File: src/rtl/clock_enable_gen_if.sv
// Control and status bundle for clock_enable_gen: count control, runtime
// divisor write port and the per-channel enable/square-wave outputs.
interface clock_enable_gen_if #(
    parameter int unsigned NUM_CH = 4,
    parameter int unsigned CNT_W  = 27
);
    logic              run;
    logic              pause;
    logic              sync;
    logic              div_wr;
    logic [2:0]        div_sel;
    logic [CNT_W-1:0]  div_data;
    logic [NUM_CH-1:0] tick;
    logic [NUM_CH-1:0] sq;
    logic              active;

    modport master (
        output run, pause, sync, div_wr, div_sel, div_data,
        input  tick, sq, active
    );

    modport slave (
        input  run, pause, sync, div_wr, div_sel, div_data,
        output tick, sq, active
    );
endinterface

File: src/rtl/clock_enable_gen.sv
// Multi-channel clock-enable divider: per-channel tick pulse and square wave,
// with shadowed divisors that only take effect at a wrap or a sync.
module clock_enable_gen #(
    parameter int unsigned             NUM_CH = 4,
    parameter int unsigned             CNT_W  = 27,
    parameter logic [NUM_CH*CNT_W-1:0] DIVS   = {27'd100000000, 27'd50000000,
                                                 27'd25000000, 27'd200000}
) (
    input logic                clk,
    input logic                reset,
    clock_enable_gen_if.slave  bus
);
    logic [CNT_W-1:0]  cnt [NUM_CH];
    logic [CNT_W-1:0]  act [NUM_CH];
    logic [CNT_W-1:0]  shd [NUM_CH];
    logic [CNT_W-1:0]  eff [NUM_CH];
    logic [NUM_CH-1:0] wrap;
    logic [NUM_CH-1:0] tick_q;
    logic [NUM_CH-1:0] sq_q;
    logic              active_q;
    logic              en;
    logic              wr_ok;

    assign en    = bus.run & ~bus.pause & ~bus.sync;
    assign wr_ok = bus.div_wr && (32'(bus.div_sel) < NUM_CH);

    // Divisors of 0 and 1 both mean "tick on every enabled cycle".
    always_comb begin
        for (int unsigned i = 0; i < NUM_CH; i++) begin
            eff[i]  = (act[i] > CNT_W'(1)) ? act[i] : CNT_W'(1);
            wrap[i] = (cnt[i] == eff[i] - CNT_W'(1));
        end
    end

    always_ff @(posedge clk) begin
        if (reset) begin
            active_q <= 1'b0;
            tick_q   <= '0;
            sq_q     <= '0;
            for (int unsigned i = 0; i < NUM_CH; i++) begin
                cnt[i] <= '0;
                act[i] <= DIVS[i*CNT_W +: CNT_W];
                shd[i] <= DIVS[i*CNT_W +: CNT_W];
            end
        end else begin
            active_q <= bus.run & ~bus.pause;
            for (int unsigned i = 0; i < NUM_CH; i++) begin
                if (wr_ok && bus.div_sel == 3'(i))
                    shd[i] <= bus.div_data;
                // A write on the sync edge bypasses the shadow so it lands immediately.
                if (bus.sync) begin
                    cnt[i]    <= '0;
                    tick_q[i] <= 1'b0;
                    sq_q[i]   <= 1'b0;
                    act[i]    <= (wr_ok && bus.div_sel == 3'(i)) ? bus.div_data : shd[i];
                end else if (en) begin
                    if (wrap[i]) begin
                        cnt[i]    <= '0;
                        tick_q[i] <= 1'b1;
                        sq_q[i]   <= ~sq_q[i];
                        act[i]    <= shd[i];
                    end else begin
                        cnt[i]    <= cnt[i] + CNT_W'(1);
                        tick_q[i] <= 1'b0;
                    end
                end else begin
                    tick_q[i] <= 1'b0;
                end
            end
        end
    end

    assign bus.tick   = tick_q;
    assign bus.sq     = sq_q;
    assign bus.active = active_q;
endmodule

File: src/flat_wrapper.sv
// flat-port wrapper written by rule: the top's interface ports become plain ports
module clock_enable_gen_flat 
#(
    parameter int unsigned             NUM_CH = 4,
    parameter int unsigned             CNT_W  = 27,
    parameter logic [NUM_CH*CNT_W-1:0] DIVS   = {27'd100000000, 27'd50000000,
                                                 27'd25000000, 27'd200000}
)
  (clk, reset, bus_run, bus_pause, bus_sync, bus_div_wr, bus_div_sel, bus_div_data, bus_tick, bus_sq, bus_active);
  clock_enable_gen_if #(.NUM_CH(NUM_CH), .CNT_W(CNT_W)) bus_i ();
  input logic clk;
  input logic reset;
  input wire logic [$bits(bus_i.run)-1:0] bus_run;
  input wire logic [$bits(bus_i.pause)-1:0] bus_pause;
  input wire logic [$bits(bus_i.sync)-1:0] bus_sync;
  input wire logic [$bits(bus_i.div_wr)-1:0] bus_div_wr;
  input wire logic [$bits(bus_i.div_sel)-1:0] bus_div_sel;
  input wire logic [$bits(bus_i.div_data)-1:0] bus_div_data;
  output wire logic [$bits(bus_i.tick)-1:0] bus_tick;
  output wire logic [$bits(bus_i.sq)-1:0] bus_sq;
  output wire logic [$bits(bus_i.active)-1:0] bus_active;
  assign bus_i.run = bus_run;
  assign bus_i.pause = bus_pause;
  assign bus_i.sync = bus_sync;
  assign bus_i.div_wr = bus_div_wr;
  assign bus_i.div_sel = bus_div_sel;
  assign bus_i.div_data = bus_div_data;
  assign bus_tick = bus_i.tick;
  assign bus_sq = bus_i.sq;
  assign bus_active = bus_i.active;
  clock_enable_gen #(.NUM_CH(NUM_CH), .CNT_W(CNT_W), .DIVS(DIVS)) u_core (.clk(clk), .reset(reset), .bus(bus_i));
endmodule
File: config.mk
export PLATFORM = sky130hd
export DESIGN_NAME = clock_enable_gen_flat
export DESIGN_NICKNAME = d
export VERILOG_FILES = /design/src/rtl/clock_enable_gen_if.sv /design/src/rtl/clock_enable_gen.sv /design/src/flat_wrapper.sv
export SDC_FILE = /design/constraint.sdc
export NUM_CORES = 1
export LEC_CHECK = 0
export CAP_MARGIN = 20
export CORE_ASPECT_RATIO = 0.75
export CORE_UTILIZATION = 30
export CTS_BUF_LIST = sky130_fd_sc_hd__clkbuf_2
export DETAILED_ROUTE_END_ITERATION = 10
export SLEW_MARGIN = 15
export SYNTH_ARGS = -nofsm -noshare
export SYNTH_HDL_FRONTEND = slang
export SYNTH_SLANG_ARGS = --single-unit
File: constraint.sdc
create_clock -name clk -period 4.9 [get_ports clk]
set_clock_uncertainty 0.15 [all_clocks]
set_input_delay 0.98 -clock clk [delete_from_list [all_inputs] [get_ports clk]]
set_output_delay 0.98 -clock clk [all_outputs]
set_load 0.03 [all_outputs]
==> impl_metrics.csv, run 1 <==
group,metric,value,unit
placement,place.gp.congestion,0.8800,
logic_synthesis,synth_nets,1983,
placement,place_area,21530,um^2
power_and_ir_drop,p_per_area,285.4,nW/um^2
sta,hold_viol_final,0,
logic_synthesis,synthFlopType,"edfxtp_1",
route,drc,0,
sta,hold_slack,376.0,ps
worst_setup_path,start_kind,"flip-flop",
placement,portBuffers,44,
worst_setup_path,reg2reg_depth,13,
cts,cts.hold.buffers_added,0,
floorplanning,core,64260,um^2
cts,numCtsBuffers,85,
cts,cts_tree,"built",
sta,fmax,211.3,MHz
outcome,status,"finished, final reports clean",
logic_synthesis,yosys-top-cells-area,"edfxtp_1, xnor2_1, xor2_1",
cells_and_area,drive_above_1_share,0.1346,
logic_synthesis,synth-seq-cells,333,
cells_and_area,layout.cells.non_filler,2996,
global_routing,antenna_found_initial,4,
logic_synthesis,synth_warnings,0,
sta,fin_crit,4733,ps
sta,tightest_slew,1039,ps
worst_setup_path,end_kind,"flip-flop",
worst_setup_path,worstPathRequired,5600,ps
cts,clk_latency,1110,ps
power_and_ir_drop,power.total,6.429,mW
logic_synthesis,ys_seq_area_frac,0.5026,
placement,dp.cells,2825,
global_routing,overflow,0,
route,vias,16040,
floorplanning,die-area,66760,um^2
logic_synthesis,synth.avg_cell_area,10.17,um^2
sta,drv_slew,0,
cts,clk_path_buf_depth,3,
cts,cts.sinks,333,
global_routing,grt_max_degree,65,
global_routing,track_usage,0.1666,
cells_and_area,final_nets,2105,
logic_synthesis,netlist.area_leader.share,0.4935,
route,drt-initial-drc-count,1690,
sta,slew_headroom,0.3049,
logic_synthesis,synth-edff-count,324,
min_path,holdPathStages,2,
worst_setup_path,path_max_fanout,27,
sta,rsz0062_at_grt,"false",
route,routed_wl,56370,um
sta,setup_viol,0,
global_routing,grt_pass1_wl,87170,um
logic_synthesis,async_flop_share,0,
cells_and_area,area_delta_synth_final,14.25,%
logic_synthesis,syn_area,19720,um^2
route,routedWlPerCell,18.81,um
floorplanning,core.rowCount,80,
cts,ctsRootBufferMaster,"clkbuf_2",
floorplanning,start_util,0.3068,
worst_setup_path,cp.arrival,5430,ps
global_routing,grt_pass1_vias,15040,
cells_and_area,fin_area,22530,um^2
sta,fin_crit_sh,0.9660,
floorplanning,fp.dieW,298.0,um
min_path,hold_path.class,"flip-flop to flip-flop",
route,ant_nets,0,
power_and_ir_drop,p_leak,7.533,nW
placement,dp_hpwl,39550,um
route,vias_per_cell,5.352,
sta,tns,0,ps
floorplanning,io_pins,45,
cts,clk_pin_slew,130,ps
worst_setup_path,path_class,"flip-flop to flip-flop",
power_and_ir_drop,ir_drop,153.2,uV
logic_synthesis,yosysTopAreaCell,"edfxtp_1",
logic_synthesis,synthDistinctLibCells,82,
logic_synthesis,netlist_instances,1939,
route,dr.pass1.iters,5,
run,timing.max_cap.violations,0,
floorplanning,die_y,224.0,um
cts,htree_levels,3,
## final cells by class
| cell class | instances | area, um^2 |
|---|---|---|
| fillers | 6541 | 41740 |
| well taps | 861 | 1077 |
| diodes | 3 | 7.507 |
| flip-flops and latches | 333 | 9910 |
| multi-input cells | 1427 | 9189 |
| repair buffers | 137 | 1164 |
| clock inverters | 23 | 209.0 |
| clock buffers | 135 | 675.6 |
| inverters | 77 | 294.0 |
## per-stage QoR
stage	worst slack, ps	utilization
floorplan	43.74	-
global placement	201.1	0.3350
detailed placement	137.9	0.3350
CTS	139.3	0.3488
global route	11.91	0.3505
finish	166.5	0.3505
## routing by layer
| metal | vias to the layer above | GRT usage | wire [um] |
|---|---|---|---|
| met5 | - | 0 | 0 |
| met4 | 0 | 0.04781 | 1280 |
| met3 | 107 | 0.03695 | 4404 |
| met2 | 626 | 0.2386 | 23240 |
| met1 | 7754 | 0.2481 | 27440 |
| li1 | 7548 | - | - |
## worst paths after layout
path | startpoint | slack [ps] | to
worst max register to register | u_core.act[0][106] | 170 | u_core.act[0][95]
worst min-delay path | u_core.bus.sq[2] | 380 | u_core.bus.sq[2]
worst max-delay path | u_core.act[0][106] | 170 | u_core.act[0][95]
worst min register to register | u_core.bus.sq[2] | 380 | u_core.bus.sq[2]
## logic make-up (layout without fill, tap and decap cells)
group	after synthesis	after routing	share of synthesized area
AND/OR/NAND/NOR	867	867	0.2388
flip-flops	333	333	0.5026
AO/OA/AOI/OAI	318	318	0.1133
XOR/XNOR	220	220	0.09773
buffers and inverters	179	372	0.03516
multiplexers	14	14	0.007298
adder cells (fa/ha/maj)	8	8	0.005077
other	0	3	0
## placed cells by master, fill, tap and decap left out, drive strengths merged, types with 13 or more instances in the layout
cell type	Yosys	layout
o21ai	82	82
o21a	13	13
o22a	25	25
clkdlybuf4s50	0	44
clkinv	0	18
inv	77	78
nor4	57	57
nand3	89	89
and3	37	37
nor3	120	120
nor2	162	162
and2	74	74
nand4	30	30
or2	15	15
or3	54	54
a21oi	43	43
a22oi	35	35
nor2b	14	14
edfxtp	324	324
xor2	91	91
nand2b	32	32
or4	34	34
clkbuf	85	135
buf	17	93
nand2	100	100
xnor2	129	129
## Yosys cell counts (11+ instances only)
| library cell | count |
|---|---|
| a21oi_1 | 43 |
| a22oi_1 | 35 |
| a31oi_1 | 12 |
| and2_1 | 74 |
| and3_1 | 37 |
| and4_1 | 11 |
| buf_2 | 11 |
| clkbuf_1 | 85 |
| edfxtp_1 | 324 |
| inv_1 | 76 |
| mux2i_1 | 11 |
| nand2_1 | 100 |
| nand2b_1 | 32 |
| nand3_1 | 89 |
| nand4_1 | 30 |
| nor2_1 | 162 |
| nor2b_1 | 14 |
| nor3_1 | 118 |
| nor4_1 | 56 |
| o211ai_1 | 12 |
| o21a_1 | 13 |
| o21ai_0 | 76 |
| o22a_1 | 25 |
| or2_2 | 15 |
| or3_1 | 54 |
| or4_1 | 30 |
| xnor2_1 | 129 |
| xor2_1 | 91 |
## flip-flops by register name, summed over array words and instances, names as in the netlist
name               cells
u_core.bus.tick        4
u_core.act           108
u_core.cnt           108
u_core.bus.active      1
u_core.shd           108
u_core.bus.sq          4
## critical path: stages, from the launching register on
cell	delay [ps]
edfxtp_1	460
nor4_1	120
and4_1	250
a21oi_1	250
ha_1	260
or4b_1	520
or4_4	490
or4_1	480
a211o_1	350
a2111oi_4	350
buf_4	200
a32oi_2	100
buf_4	280
o22a_1	210
## timing repair
action | in CTS | in global routing
endpoints found under the setup margin | 0 | 145
buffers inserted | 0 | 10
resized for setup | 0 | 13
## report_power, final
group / total, mW / internal, mW / leakage (nW) / switching, mW
sequential: 3.47 / 3.30 / 3.45 / 0.173
combinational: 0.778 / 0.312 / 3.43 / 0.465
clock: 2.18 / 0.944 / 0.657 / 1.23
total: 6.43 / 4.56 / 7.53 / 1.87
(Power assumes the default switching activity.)
==> inputs of run 2 (changes only) <==
--- a/config.mk
+++ b/config.mk
@@ -7,9 +7,11 @@
 export LEC_CHECK = 0
 export CAP_MARGIN = 20
 export CORE_ASPECT_RATIO = 0.75
+export CORE_MARGIN = 5
 export CORE_UTILIZATION = 30
 export CTS_BUF_LIST = sky130_fd_sc_hd__clkbuf_2
 export DETAILED_ROUTE_END_ITERATION = 10
+export PLACE_DENSITY = 0.53
 export SLEW_MARGIN = 15
 export SYNTH_ARGS = -nofsm -noshare
 export SYNTH_HDL_FRONTEND = slang
==> impl_metrics.csv, run 2 (synthesis results as in run 1) <==
group,metric,value,unit
cts,numCtsBuffers,89,
sta,setup_viol,0,
route,drc,0,
power_and_ir_drop,clkPwrFrac,0.317,
cells_and_area,top_regs,"u_core.act: 108 flops, u_core.cnt: 108 flops, u_core.shd: 108 flops",
placement,dp_hpwl,40270,um
placement,portBuffers,44,
cells_and_area,area_delta_synth_final,14.01,%
sta,fin_crit_sh,0.9537,
sta,tightest_slew,1087,ps
cells_and_area,final_common_cell,"edfxtp_1",
cells_and_area,drive_above_1_share,0.1282,
global_routing,grt_pass1_vias,15300,
power_and_ir_drop,switching_share,0.3059,
cts,ctsRootBufferMaster,"clkbuf_2",
floorplanning,die-area,71000,um^2
floorplanning,fp.dieW,306.0,um
route,dr.pass1.iters,7,
global_routing,grt_busiest_layer,"met1",
cells_and_area,fillers,6632,
worst_setup_path,path_class,"flip-flop to flip-flop",
worst_setup_path,start_kind,"flip-flop",
placement,place.gp.congestion,0.9061,
route,routedWlPerCell,19.20,um
route,drt-initial-drc-count,1440,
cells_and_area,multiInputGateArea,9208,um^2
global_routing,track_usage,0.1591,
power_and_ir_drop,p_sw,1.904,mW
cells_and_area,regArea,9910,um^2
power_and_ir_drop,p_per_area,276.9,nW/um^2
global_routing,antenna_found_initial,2,
sta,hold_viol_final,0,
run,timing.max_cap.violations,0,
worst_setup_path,r2r_start,"u_core.act[0][100]",
route,routed_wl,57670,um
worst_setup_path,cp.arrival,5350,ps
worst_setup_path,path_max_fanout,27,
floorplanning,die_y,232.0,um
power_and_ir_drop,ir_drop,156.8,uV
worst_setup_path,crit_start,"u_core.act[0][100]",
cts,cts_tree,"built",
global_routing,use_met2,0.2292,
power_and_ir_drop,internal-power,4.321,mW
worst_setup_path,end_kind,"flip-flop",
sta,hold_slack,362.5,ps
route,vias_per_cell,5.306,
worst_setup_path,worstPathRequired,5570,ps
cts,htree_levels,3,
cts,cts.hold.buffers_added,0,
cells_and_area,final_nets,2108,
cts,clk_path_buf_depth,3,
cells_and_area,final_cell_mix,"edfxtp_1, nor2_1, xnor2_1, nor3_1, clkbuf_2",
sta,fmax,214.0,MHz
power_and_ir_drop,power.total,6.225,mW
floorplanning,start_util,0.3025,
sta,final.setup.worst_slack,226.7,ps
placement,pre_cts_slack,135.7,ps
floorplanning,io_pins,45,
global_routing,grt_max_degree,65,
sta,drv_slew,0,
cells_and_area,final_util,0.3449,
min_path,min_from,"u_core.shd[0][97]",
cts,clk_latency,1100,ps
global_routing,grt_use_met1,0.2433,
global_routing,gr-usage-met3,0.03155,
sta,slew_headroom,0.2726,
min_path,hold_path.class,"flip-flop to flip-flop",
route,ant_nets,0,
power_and_ir_drop,p_leak,7.470,nW
sta,fin_crit,4673,ps
floorplanning,core.rowCount,81,
outcome,status,"finished, final reports clean",
cts,clk_pin_slew,100,ps
power_and_ir_drop,combPwrFrac,0.124,
floorplanning,core,65170,um^2
cts,cts.sinks,333,
global_routing,grt_pass1_wl,89930,um
route,vias,15940,
global_routing,overflow,0,
power_and_ir_drop,seqPwrFrac,0.558,
[run 2: final cells by class]
cell class,count,area share
diodes,3,0.0003340
clock buffers,113,0.02516
clock inverters,44,0.009908
inverters,77,0.01308
multi-input cells,1427,0.4096
flip-flops and latches,333,0.4409
well taps,871,0.04848
repair buffers,136,0.05255
[run 2: worst paths after layout]
kind	to	slack, ps	depth (start not counted)
max	u_core.act[0][107]	230	13
min	u_core.act[0][97]	360	1
max reg2reg	u_core.act[0][107]	230	13
min reg2reg	u_core.act[0][97]	360	1
[run 2: metal layers]
metal,part of all wire,vias up
li1,-,7560
met1,0.50,7753
met2,0.42,527
met3,0.070,97
met4,0.018,2
met5,0.00023,-
[run 2: critical path: stages, from the launching register on]
cell and delay [ps]:
edfxtp_1 460, nor4_1 130, and4_1 240, a21oi_1 240, ha_1 230, or4b_1 540, or4_4 500, or4_1 490
a211o_1 370, a2111oi_4 310, buf_4 200, a32oi_2 100, buf_4 230, o22a_1 210
[run 2: what timing repair did]
| item | 4_1_cts | 5_1_grt |
|---|---|---|
| setup endpoints to repair | 0 | 189 |
| resized for setup | 0 | 13 |
| buffers inserted | 0 | 3 |
[run 2: through the flow]
stage          TNS [ps]  area [um^2]  cells
4_1_cts               0        22380   2996
3_5_place_dp          0        21590   2839
2_1_floorplan         0        19730   1939
3_3_place_gp          0        21590   2839
6_report              0        22480   3004
5_1_grt          -10.80        22470   3002
[run 2: power groups by stage]
stage | logic [mW] | registers, mW | clock network [mW]
final | 0.773 | 3.48 | 1.98
after global routing | 0.848 | 3.50 | 2.21
after CTS | 0.765 | 3.47 | 2.07
after detailed placement | 0.760 | 3.54 | 0
after global placement | 0.753 | 3.54 | 0
after floorplan | 0.501 | 3.47 | 0
==> inputs of run 3 (changes only) <==
--- a/config.mk
+++ b/config.mk
@@ -11,7 +11,7 @@
 export CORE_UTILIZATION = 30
 export CTS_BUF_LIST = sky130_fd_sc_hd__clkbuf_2
 export DETAILED_ROUTE_END_ITERATION = 10
-export PLACE_DENSITY = 0.53
+export PLACE_DENSITY = 0.51
 export SLEW_MARGIN = 15
 export SYNTH_ARGS = -nofsm -noshare
 export SYNTH_HDL_FRONTEND = slang
==> constraint.sdc (replaced) <==
create_clock -name clk -period 4.8 [get_ports clk]
set_clock_uncertainty 0.15 [all_clocks]
set_input_delay 0.96 -clock clk [delete_from_list [all_inputs] [get_ports clk]]
set_output_delay 0.96 -clock clk [all_outputs]
set_load 0.03 [all_outputs]
==> impl_metrics.csv, run 3 (synthesis results as in run 1) <==
group,metric,value,unit
power_and_ir_drop,p_leak,7.651,nW
cts,ctsRootBufferMaster,"clkbuf_2",
placement,portBuffers,44,
cts,htree_levels,3,
floorplanning,fp.dieW,306.0,um
cells_and_area,top_regs,"u_core.act: 108 flops, u_core.cnt: 108 flops, u_core.shd: 108 flops",
worst_setup_path,cp_slowest_stage_delay,550,ps
global_routing,grt_pass1_wl,90610,um
cts,cts.hold.buffers_added,0,
floorplanning,core.rowCount,81,
global_routing,antenna_found_initial,5,
sta,drv_slew,0,
sta,slew_headroom,0.3283,
worst_setup_path,end_kind,"flip-flop",
worst_setup_path,crit_chain,"nor4_1, and4_1, a21oi_2, ha_1, or4b_1, or4_4, or4_1, a211o_1, a2111oi_4, buf_4, nand3_1, nand2_2, buf_12",
run,timing.max_cap.violations,0,
placement,pre_cts_slack,27.77,ps
global_routing,grt_pass1_vias,15150,
floorplanning,die-area,71000,um^2
sta,rsz0062_at_grt,"true",
global_routing,overflow,0,
placement,dp.cells,2847,
worst_setup_path,cp.arrival,5240,ps
cts,clk_latency,1060,ps
route,ant_nets,0,
cells_and_area,fin_area,22730,um^2
floorplanning,start_util,0.3025,
cts,cts_tree,"built",
worst_setup_path,path_buf_inv,2,
route,drt-initial-drc-count,1385,
cells_and_area,layout.cells.non_filler,3030,
min_path,hold_path.class,"flip-flop to flip-flop",
global_routing,grt_max_degree,65,
worst_setup_path,crit_family,"simple AND/OR/NAND/NOR gates",
floorplanning,core,65170,um^2
cts,clk_pin_slew,100,ps
sta,tightest_slew,1004,ps
sta,fin_crit_sh,0.9667,
placement,place.gp.congestion,0.9045,
power_and_ir_drop,p_per_area,284.2,nW/um^2
sta,hold_viol_final,0,
route,dr.pass1.iters,5,
worst_setup_path,start_kind,"flip-flop",
placement,dp_hpwl,40560,um
sta,fmax,215.5,MHz
cts,numCtsBuffers,88,
worst_setup_path,cp_slowest_cell,"or4b_1",
sta,setup_viol,0,
worst_setup_path,worstPathRequired,5400,ps
cells_and_area,drive_above_1_share,0.1489,
cells_and_area,area_delta_synth_final,15.31,%
cts,clk_path_buf_depth,3,
sta,fin_crit,4640,ps
route,drc,0,
route,routed_wl,58940,um
power_and_ir_drop,power.total,6.460,mW
cells_and_area,final_common_cell,"edfxtp_1",
sta,hold_slack,382.7,ps
route,vias_per_cell,5.270,
global_routing,track_usage,0.1614,
cells_and_area,final_nets,2127,
floorplanning,io_pins,45,
cells_and_area,final_cell_mix,"edfxtp_1, nor2_1, clkbuf_2, xnor2_1, nor3_1",
sta,final.setup.worst_slack,159.9,ps
route,routedWlPerCell,19.45,um
power_and_ir_drop,ir_drop,202.3,uV
floorplanning,die_y,232.0,um
cts,cts.sinks,333,
placement,place_area,21680,um^2
outcome,status,"finished, final reports clean",
route,vias,15970,
worst_setup_path,path_class,"flip-flop to flip-flop",
worst_setup_path,path_max_fanout,27,
run 3: cell types whose count changed in the layout (fill, tap and decap cells not counted), sizes merged:
cell | before | now
clkinv | 39 | 18
or4 | 34 | 35
buf | 92 | 110
nand2 | 100 | 101
clkbuf | 113 | 140
run 3: worst reg2reg max path: cells and delay by family (launching register included):
family	cells	cell delay [ps]
fa+ha+maj	1	210
compound gates	3	1020
buf+inv	2	390
flops	1	440
simple gates	7	2120
run 3: power by group:
| group | total, mW | switching, mW | internal (mW) |
|---|---|---|---|
| sequential | 3.54 | 0.175 | 3.37 |
| combinational | 0.818 | 0.489 | 0.329 |
| clock | 2.10 | 1.27 | 0.832 |
run 3: area by class of cell:
class | count | area (um^2)
Fill cell | 6630 | 42430
Antenna cell | 3 | 7.507
Inverter | 77 | 294.0
Sequential cell | 333 | 9910
Tap cell | 871 | 1090
Timing Repair Buffer | 154 | 1333
Clock buffer | 140 | 700.7
Multi-Input combinational cell | 1429 | 9266
Clock inverter | 23 | 133.9
run 3: worst paths after layout:
kind | from | endpoint | slack, ps | cells past startpoint
setup reg to reg | u_core.act[0][106] | u_core.act[0][87] | 160 | 13
hold / removal | u_core.shd[0][103] | u_core.act[0][103] | 380 | 1
setup / recovery | u_core.act[0][106] | u_core.act[0][87] | 160 | 13
hold reg to reg | u_core.shd[0][103] | u_core.act[0][103] | 380 | 1
run 3: through the flow:
step | util | setup TNS (ps)
floorplan | - | 0
global route | 0.3488 | -135.5
detailed placement | 0.3327 | 0
finish | 0.3489 | 0
global placement | 0.3327 | 0
CTS | 0.3455 | 0
run 3: repair_timing:
action | 4_1_cts | 5_1_grt
endpoints found under the setup margin | 7 | 250
gates cloned | 0 | 2
pin swaps | 0 | 7
buffers inserted | 0 | 12
resized for setup | 1 | 20
run 3: per-layer routing:
metal	wire length, um	up-vias	global-route usage
li1	-	7607	-
met1	29370	7743	0.2453
met2	24400	526	0.2299
met3	4028	91	0.03893
met4	1144	0	0.03943
met5	0	-	0
